File: config.mk
export PLATFORM = sky130hd
export DESIGN_NAME = fb_arbiter_flat
export DESIGN_NICKNAME = d
export VERILOG_FILES = /design/src/rtl/fb_arbiter_pkg.sv /design/src/rtl/fb_arbiter_if.sv /design/src/rtl/fb_arbiter_rd_pipe.sv /design/src/rtl/fb_arbiter.sv /design/src/flat_wrapper.sv
export SDC_FILE = /design/constraint.sdc
export NUM_CORES = 1
export LEC_CHECK = 0
export CORE_MARGIN = 10
export CORE_UTILIZATION = 35
export CTS_BUF_LIST = sky130_fd_sc_hd__clkbuf_8
export CTS_CLUSTER_SIZE = 40
export DETAILED_ROUTE_END_ITERATION = 8
export PLACE_DENSITY = 0.71
export REMOVE_ABC_BUFFERS = 1
export SYNTH_ARGS = -nofsm -noshare
export SYNTH_HDL_FRONTEND = slang
export SYNTH_HIERARCHICAL = 1
export SYNTH_SLANG_ARGS = --single-unit
File: constraint.sdc
create_clock -name clock -period 3.2 [get_ports clock]
set_input_delay 0.32 -clock clock [delete_from_list [all_inputs] [get_ports clock]]
set_output_delay 0.32 -clock clock [all_outputs]
set_load 0.01 [all_outputs]
File: src/rtl/fb_arbiter_pkg.sv
// Shared frame-buffer types: geometry, pixel colours and read-return ownership tags.
package fb_arbiter_pkg;

    localparam int FB_WIDTH  = 320;
    localparam int FB_HEIGHT = 240;
    localparam int FB_ADDR_W = 19;

    typedef logic [2:0] pixel_t;

    localparam pixel_t PIX_EMPTY  = 3'b000;
    localparam pixel_t PIX_P1     = 3'b100;
    localparam pixel_t PIX_P2     = 3'b010;
    localparam pixel_t PIX_P3     = 3'b011;
    localparam pixel_t PIX_P4     = 3'b110;
    localparam pixel_t PIX_BORDER = 3'b111;

    typedef enum logic [1:0] {
        OWN_NONE,
        OWN_DISP,
        OWN_GAME
    } fb_owner_t;

    typedef struct packed {
        logic      valid;
        fb_owner_t owner;
    } rd_tag_t;

endpackage

File: src/rtl/fb_arbiter_if.sv
// Requester and RAM-side signals of the frame-buffer arbiter.
// master = requesters plus RAM model, slave = the arbiter.
interface fb_arbiter_if #(
    parameter int ADDR_W = 19,
    parameter int DATA_W = 3
);
    logic              disp_req;
    logic [ADDR_W-1:0] disp_addr;
    logic              disp_gnt;
    logic [DATA_W-1:0] disp_rdata;
    logic              disp_rvalid;

    logic              gl_req;
    logic              gl_we;
    logic [ADDR_W-1:0] gl_addr;
    logic [DATA_W-1:0] gl_wdata;
    logic              gl_gnt;
    logic [DATA_W-1:0] gl_rdata;
    logic              gl_rvalid;

    logic [ADDR_W-1:0] ram_address;
    logic              ram_write_enabled;
    logic [DATA_W-1:0] ram_write_data;
    logic [DATA_W-1:0] ram_read_data;

    modport master (
        output disp_req, disp_addr, gl_req, gl_we, gl_addr, gl_wdata, ram_read_data,
        input  disp_gnt, disp_rdata, disp_rvalid, gl_gnt, gl_rdata, gl_rvalid,
        input  ram_address, ram_write_enabled, ram_write_data
    );

    modport slave (
        input  disp_req, disp_addr, gl_req, gl_we, gl_addr, gl_wdata, ram_read_data,
        output disp_gnt, disp_rdata, disp_rvalid, gl_gnt, gl_rdata, gl_rvalid,
        output ram_address, ram_write_enabled, ram_write_data
    );

endinterface

File: src/rtl/fb_arbiter_rd_pipe.sv
// Read-tag shift register aligned to RAM latency, steering returned data to its owner.
module fb_rd_pipe
    import fb_arbiter_pkg::*;
#(
    parameter int DATA_W      = 3,
    parameter int RAM_LATENCY = 1
) (
    input  logic              clock,
    input  logic              reset,
    input  fb_owner_t         issue_owner,
    input  logic [DATA_W-1:0] ram_read_data,
    output logic [DATA_W-1:0] disp_rdata,
    output logic              disp_rvalid,
    output logic [DATA_W-1:0] gl_rdata,
    output logic              gl_rvalid
);

    localparam int DEPTH = RAM_LATENCY + 1;

    rd_tag_t [DEPTH-1:0] tag_q;
    rd_tag_t             new_tag;
    rd_tag_t             ret_tag;
    logic                ret_disp;
    logic                ret_game;

    always_comb begin
        new_tag.valid = (issue_owner != OWN_NONE);
        new_tag.owner = issue_owner;
        ret_tag       = tag_q[DEPTH-1];
        ret_disp      = ret_tag.valid && (ret_tag.owner == OWN_DISP);
        ret_game      = ret_tag.valid && (ret_tag.owner == OWN_GAME);
    end

    // Oldest stage lines up with the cycle ram_read_data is valid for that command.
    always_ff @(posedge clock or posedge reset) begin
        if (reset) begin
            tag_q <= '0;
        end else begin
            tag_q <= {tag_q[DEPTH-2:0], new_tag};
        end
    end

    always_ff @(posedge clock or posedge reset) begin
        if (reset) begin
            disp_rdata  <= '0;
            disp_rvalid <= 1'b0;
            gl_rdata    <= '0;
            gl_rvalid   <= 1'b0;
        end else begin
            disp_rvalid <= ret_disp;
            gl_rvalid   <= ret_game;
            if (ret_disp) begin
                disp_rdata <= ram_read_data;
            end
            if (ret_game) begin
                gl_rdata <= ram_read_data;
            end
        end
    end

endmodule

File: src/rtl/fb_arbiter.sv
// Frame-buffer RAM arbiter: display has priority, game is granted after MAX_STARVE
// consecutive display wins while it waits.
module fb_arbiter
    import fb_arbiter_pkg::*;
#(
    parameter int ADDR_W      = 19,
    parameter int DATA_W      = 3,
    parameter int RAM_LATENCY = 1,
    parameter int MAX_STARVE  = 4
) (
    input logic         clock,
    input logic         reset,
    fb_arbiter_if.slave bus
);

    localparam logic [3:0] STARVE_MAX = 4'(MAX_STARVE);

    logic [3:0]        starve_q;
    logic [3:0]        starve_d;
    logic              game_wins;
    logic              disp_gnt;
    logic              gl_gnt;
    fb_owner_t         issue_owner;
    logic [ADDR_W-1:0] ram_address_q;
    logic              ram_we_q;
    logic [DATA_W-1:0] ram_wdata_q;

    always_comb begin
        game_wins = bus.gl_req && (!bus.disp_req || (starve_q == STARVE_MAX));
        disp_gnt  = !reset && bus.disp_req && !game_wins;
        gl_gnt    = !reset && game_wins;

        starve_d = starve_q;
        if (!bus.gl_req || gl_gnt) begin
            starve_d = '0;
        end else if (disp_gnt && (starve_q != STARVE_MAX)) begin
            starve_d = starve_q + 4'd1;
        end

        issue_owner = OWN_NONE;
        if (disp_gnt) begin
            issue_owner = OWN_DISP;
        end else if (gl_gnt && !bus.gl_we) begin
            issue_owner = OWN_GAME;
        end
    end

    always_ff @(posedge clock or posedge reset) begin
        if (reset) begin
            starve_q <= '0;
        end else begin
            starve_q <= starve_d;
        end
    end

    // Address holds across idle cycles; write data is forced to 0 unless writing.
    always_ff @(posedge clock or posedge reset) begin
        if (reset) begin
            ram_address_q <= '0;
            ram_we_q      <= 1'b0;
            ram_wdata_q   <= '0;
        end else if (gl_gnt) begin
            ram_address_q <= bus.gl_addr;
            ram_we_q      <= bus.gl_we;
            ram_wdata_q   <= bus.gl_we ? bus.gl_wdata : '0;
        end else if (disp_gnt) begin
            ram_address_q <= bus.disp_addr;
            ram_we_q      <= 1'b0;
            ram_wdata_q   <= '0;
        end else begin
            ram_we_q    <= 1'b0;
            ram_wdata_q <= '0;
        end
    end

    assign bus.disp_gnt          = disp_gnt;
    assign bus.gl_gnt            = gl_gnt;
    assign bus.ram_address       = ram_address_q;
    assign bus.ram_write_enabled = ram_we_q;
    assign bus.ram_write_data    = ram_wdata_q;

    fb_rd_pipe #(
        .DATA_W      (DATA_W),
        .RAM_LATENCY (RAM_LATENCY)
    ) u_rd_pipe (
        .clock         (clock),
        .reset         (reset),
        .issue_owner   (issue_owner),
        .ram_read_data (bus.ram_read_data),
        .disp_rdata    (bus.disp_rdata),
        .disp_rvalid   (bus.disp_rvalid),
        .gl_rdata      (bus.gl_rdata),
        .gl_rvalid     (bus.gl_rvalid)
    );

endmodule

File: src/flat_wrapper.sv
// flat-port wrapper written by rule: the top's interface ports become plain ports
module fb_arbiter_flat import fb_arbiter_pkg::*;
#(
    parameter int ADDR_W      = 19,
    parameter int DATA_W      = 3,
    parameter int RAM_LATENCY = 1,
    parameter int MAX_STARVE  = 4
)
  (clock, reset, bus_disp_req, bus_disp_addr, bus_gl_req, bus_gl_we, bus_gl_addr, bus_gl_wdata, bus_ram_read_data, bus_disp_gnt, bus_disp_rdata, bus_disp_rvalid, bus_gl_gnt, bus_gl_rdata, bus_gl_rvalid, bus_ram_address, bus_ram_write_enabled, bus_ram_write_data);
  fb_arbiter_if #(.ADDR_W(ADDR_W), .DATA_W(DATA_W)) bus_i ();
  input logic clock;
  input logic reset;
  input wire logic [$bits(bus_i.disp_req)-1:0] bus_disp_req;
  input wire logic [$bits(bus_i.disp_addr)-1:0] bus_disp_addr;
  input wire logic [$bits(bus_i.gl_req)-1:0] bus_gl_req;
  input wire logic [$bits(bus_i.gl_we)-1:0] bus_gl_we;
  input wire logic [$bits(bus_i.gl_addr)-1:0] bus_gl_addr;
  input wire logic [$bits(bus_i.gl_wdata)-1:0] bus_gl_wdata;
  input wire logic [$bits(bus_i.ram_read_data)-1:0] bus_ram_read_data;
  output wire logic [$bits(bus_i.disp_gnt)-1:0] bus_disp_gnt;
  output wire logic [$bits(bus_i.disp_rdata)-1:0] bus_disp_rdata;
  output wire logic [$bits(bus_i.disp_rvalid)-1:0] bus_disp_rvalid;
  output wire logic [$bits(bus_i.gl_gnt)-1:0] bus_gl_gnt;
  output wire logic [$bits(bus_i.gl_rdata)-1:0] bus_gl_rdata;
  output wire logic [$bits(bus_i.gl_rvalid)-1:0] bus_gl_rvalid;
  output wire logic [$bits(bus_i.ram_address)-1:0] bus_ram_address;
  output wire logic [$bits(bus_i.ram_write_enabled)-1:0] bus_ram_write_enabled;
  output wire logic [$bits(bus_i.ram_write_data)-1:0] bus_ram_write_data;
  assign bus_i.disp_req = bus_disp_req;
  assign bus_i.disp_addr = bus_disp_addr;
  assign bus_i.gl_req = bus_gl_req;
  assign bus_i.gl_we = bus_gl_we;
  assign bus_i.gl_addr = bus_gl_addr;
  assign bus_i.gl_wdata = bus_gl_wdata;
  assign bus_i.ram_read_data = bus_ram_read_data;
  assign bus_disp_gnt = bus_i.disp_gnt;
  assign bus_disp_rdata = bus_i.disp_rdata;
  assign bus_disp_rvalid = bus_i.disp_rvalid;
  assign bus_gl_gnt = bus_i.gl_gnt;
  assign bus_gl_rdata = bus_i.gl_rdata;
  assign bus_gl_rvalid = bus_i.gl_rvalid;
  assign bus_ram_address = bus_i.ram_address;
  assign bus_ram_write_enabled = bus_i.ram_write_enabled;
  assign bus_ram_write_data = bus_i.ram_write_data;
  fb_arbiter #(.ADDR_W(ADDR_W), .DATA_W(DATA_W), .RAM_LATENCY(RAM_LATENCY), .MAX_STARVE(MAX_STARVE)) u_core (.clock(clock), .reset(reset), .bus(bus_i));
endmodule
==> metrics.cfg <==
[outcome]
outcome=complete, no violations

[setup_path]
r2r_cells=7
critPathKind=register to output port
required_ns=2.88
cp_max_fo=23
end_kind=output port
cp.arrival_ns=2.24
start_kind=register

[place]
dp_cells=280
placed_area_sq_um=2710
hpwl_microns=3850
gp_congestion=0.708
portBuffers=81

[flow_run]
drv_cap=0

[route]
wl_per_cell_microns=18.3
vias=1491
drtIter0Drc=111
first_pass_iters=4
vias_per_cell=5.18
routed_wirelength_microns=5280
drc=0
ant_nets=0

[sta]
fin_crit_ns=2.56
clock_skew_ns=0.00211
slew_headroom_pct=43.5
finalCritPeriodShare_pct=80.0
final_hold_viol_count=0
fin_setup_tns_ns=0
setup_viol=0
maxSlewViolCount=0
rsz0062_at_grt=no
fmax_mhz=391
worstMarginPinSlew_ns=0.848

[clocking]
clkSinkCount=41
cts_made_buffers=5
cts-resized-gates=0
insertion_delay_ns=0.28
cts.reportedPaths.clkPinSlew_ns=0.07
cts_root_buf=clkbuf_8
clock_path_buffers=2
cts_hold_buf=0
cts_setup_buffers=0
h-tree-depth=2
tritoncts=done

[logic_synthesis]
ys_ff_latch=41
synth_top_area_share_pct=55.9
syn_area_sq_um=1830
yosysTopAreaCell=dfrtp_1
yosys_warnings=6
netlist_top_cells_area=dfrtp_1 56%, o2111a_1 12%, a221o_1 10%
yosysUniqueCellTypes=29
syn-mean-instance-area_sq_um=13.3
synth_seq_area_share_pct=55.9
synthCells=138

[hold_path]
hold_depth=0
hold_path_class=register to register

[global_route]
grt_pass1_vias=1718
antenna_found_initial=0
grt_pass1_wl_microns=8670
grt_overflow=0
grt_max_degree=47
grtUsageTotal_pct=12.4

[floorplanning]
start_util_pct=35.9
core_area_sq_um=5110
die_w_microns=92.4
die_y_microns=92.4
std_cell_rows=26
die-area_sq_um=8540
boundaryPins=82

[pwr]
p_per_area_nw_per_um2=439
p_total_mw=1.23
p_leak_nw=1.16
ir_drop_mv=0.192

[finish]
seq_area_sq_um=1030
area_growth_pct=52.0
fillCellCount=459
fin_area_sq_um=2790
nets=268
stdcell_count=288
drive_gt1_share_pct=9.63
diodes=0
multiInputGateArea_sq_um=708

==> Yosys cell counts <==
cell type	number
nand3_1	2
ha_1	2
clkbuf_1	4
and3_1	3
mux2_2	6
nand3b_1	2
nand3b_4	1
or2_2	1
nor2_1	1
a211oi_1	1
a211oi_4	1
nor2b_1	2
buf_6	2
a21oi_1	3
buf_1	2
buf_2	5
nand4_1	2
o21ai_2	1
inv_1	8
and2_1	1
nor3b_1	1
and3b_1	1
dfrtp_1	41
nand2_1	4
a221o_1	19
a31oi_1	1
o211ai_1	1
o2111a_1	19
or4b_1	1
==> final cells by class <==
cell class	count	area share, %
timing repair buffer	85	30.6
tap	70	3.14
sequential	41	36.8
multi-input combinational	76	25.4
inverter	8	1.08
clock inverter	3	0.494
clock buffer	5	2.47
==> sequential cells by signal (all words and copies together), names as in the netlist, 3 cells and up <==
register,count
u_core/bus.ram_address,19
u_core/starve_q,4
u_core/u_rd_pipe/disp_rdata,3
u_core/u_rd_pipe/gl_rdata,3
u_core/u_rd_pipe/tag_q,3
u_core/u_rd_pipe/ret_tag,3
u_core/bus.ram_write_data,3
==> power breakdown <==
| part | leakage [nW] | switching [mW] | internal [mW] |
|---|---|---|---|
| clock network | 0.0491 | 0.167 | 0.148 |
| logic | 0.593 | 0.116 | 0.190 |
| registers | 0.521 | 0.0313 | 0.573 |
==> kinds of logic after synthesis <==
logic type	after synthesis	synth area share, %
AO/OA/AOI/OAI	46	25.6
flip-flops	41	55.9
AND/OR/NAND/NOR	22	7.98
buffers and inverters	21	5.46
multiplexers	6	3.68
adder cells (fa/ha/maj)	2	1.36
==> cell usage in the layout (no fill, tap or decap) <==
master           Yosys  final
a211oi_1             1      1
a211oi_4             1      1
a21oi_1              3      3
a221o_1             19     19
a31oi_1              1      1
and2_1               1      1
and3_1               3      3
and3b_1              1      1
buf_12               0      1
buf_4                0      3
clkbuf_8             0      5
clkdlybuf4s50_1      0     81
clkinv_1             0      1
clkinv_2             0      2
dfrtp_1             41     41
ha_1                 2      2
inv_1                8      8
mux2_2               6      6
nand2_1              4      4
nand3_1              2      2
nand3b_1             2      2
nand3b_4             1      1
nand4_1              2      2
nor2_1               1      1
nor2b_1              2      2
nor3b_1              1      1
o2111a_1            19     19
o211ai_1             1      1
o21ai_2              1      1
or2_2                1      1
or4b_1               1      1
==> worst max-delay path: stages (launching register included) <==
cell,delay [ns]
dfrtp_1,0.42
inv_1,0.10
ha_1,0.21
nand3b_4,0.27
a211oi_4,0.34
clkdlybuf4s50_1,0.61
==> path summary, 6_finish.rpt <==
| path | start | to | slack, ns |
|---|---|---|---|
| max reg2reg | u_core/starve_q[0] | u_core/u_rd_pipe/tag_q[2] | 1.18 |
| max | u_core/starve_q[0] | bus_gl_gnt | 0.64 |
| min reg2reg | u_core/u_rd_pipe/tag_q[2] | u_core/u_rd_pipe/ret_tag[2] | 0.35 |
| min in group asynchronous | reset | u_core/starve_q[2] | 0.56 |
| min | u_core/u_rd_pipe/tag_q[2] | u_core/u_rd_pipe/ret_tag[2] | 0.35 |
| max in group asynchronous | reset | u_core/u_rd_pipe/tag_q[1] | 2.13 |
==> routing by layer <==
| layer | part of all wire, % | track usage, % | routed length (microns) |
|---|---|---|---|
| met5 | 0 | 0 | 0 |
| met2 | 45 | 19.2 | 2370 |
| met4 | 0.36 | 2.70 | 19 |
| met1 | 44 | 14.4 | 2300 |
| met3 | 11 | 7.51 | 589 |
==> metrics by stage <==
stage / setup slack [ns] / hold slack, ns / utilization (%)
4_1_cts: 0.631 / 0.353 / 54.6
2_1_floorplan: 1.10 / 0.209 / -
6_report: 0.640 / 0.351 / 54.6
3_3_place_gp: 0.925 / 0.333 / 53.0
5_1_grt: 0.543 / 0.374 / 54.6
3_5_place_dp: 0.869 / 0.335 / 53.0
No activity file was read; power rests on OpenSTA's default activity.
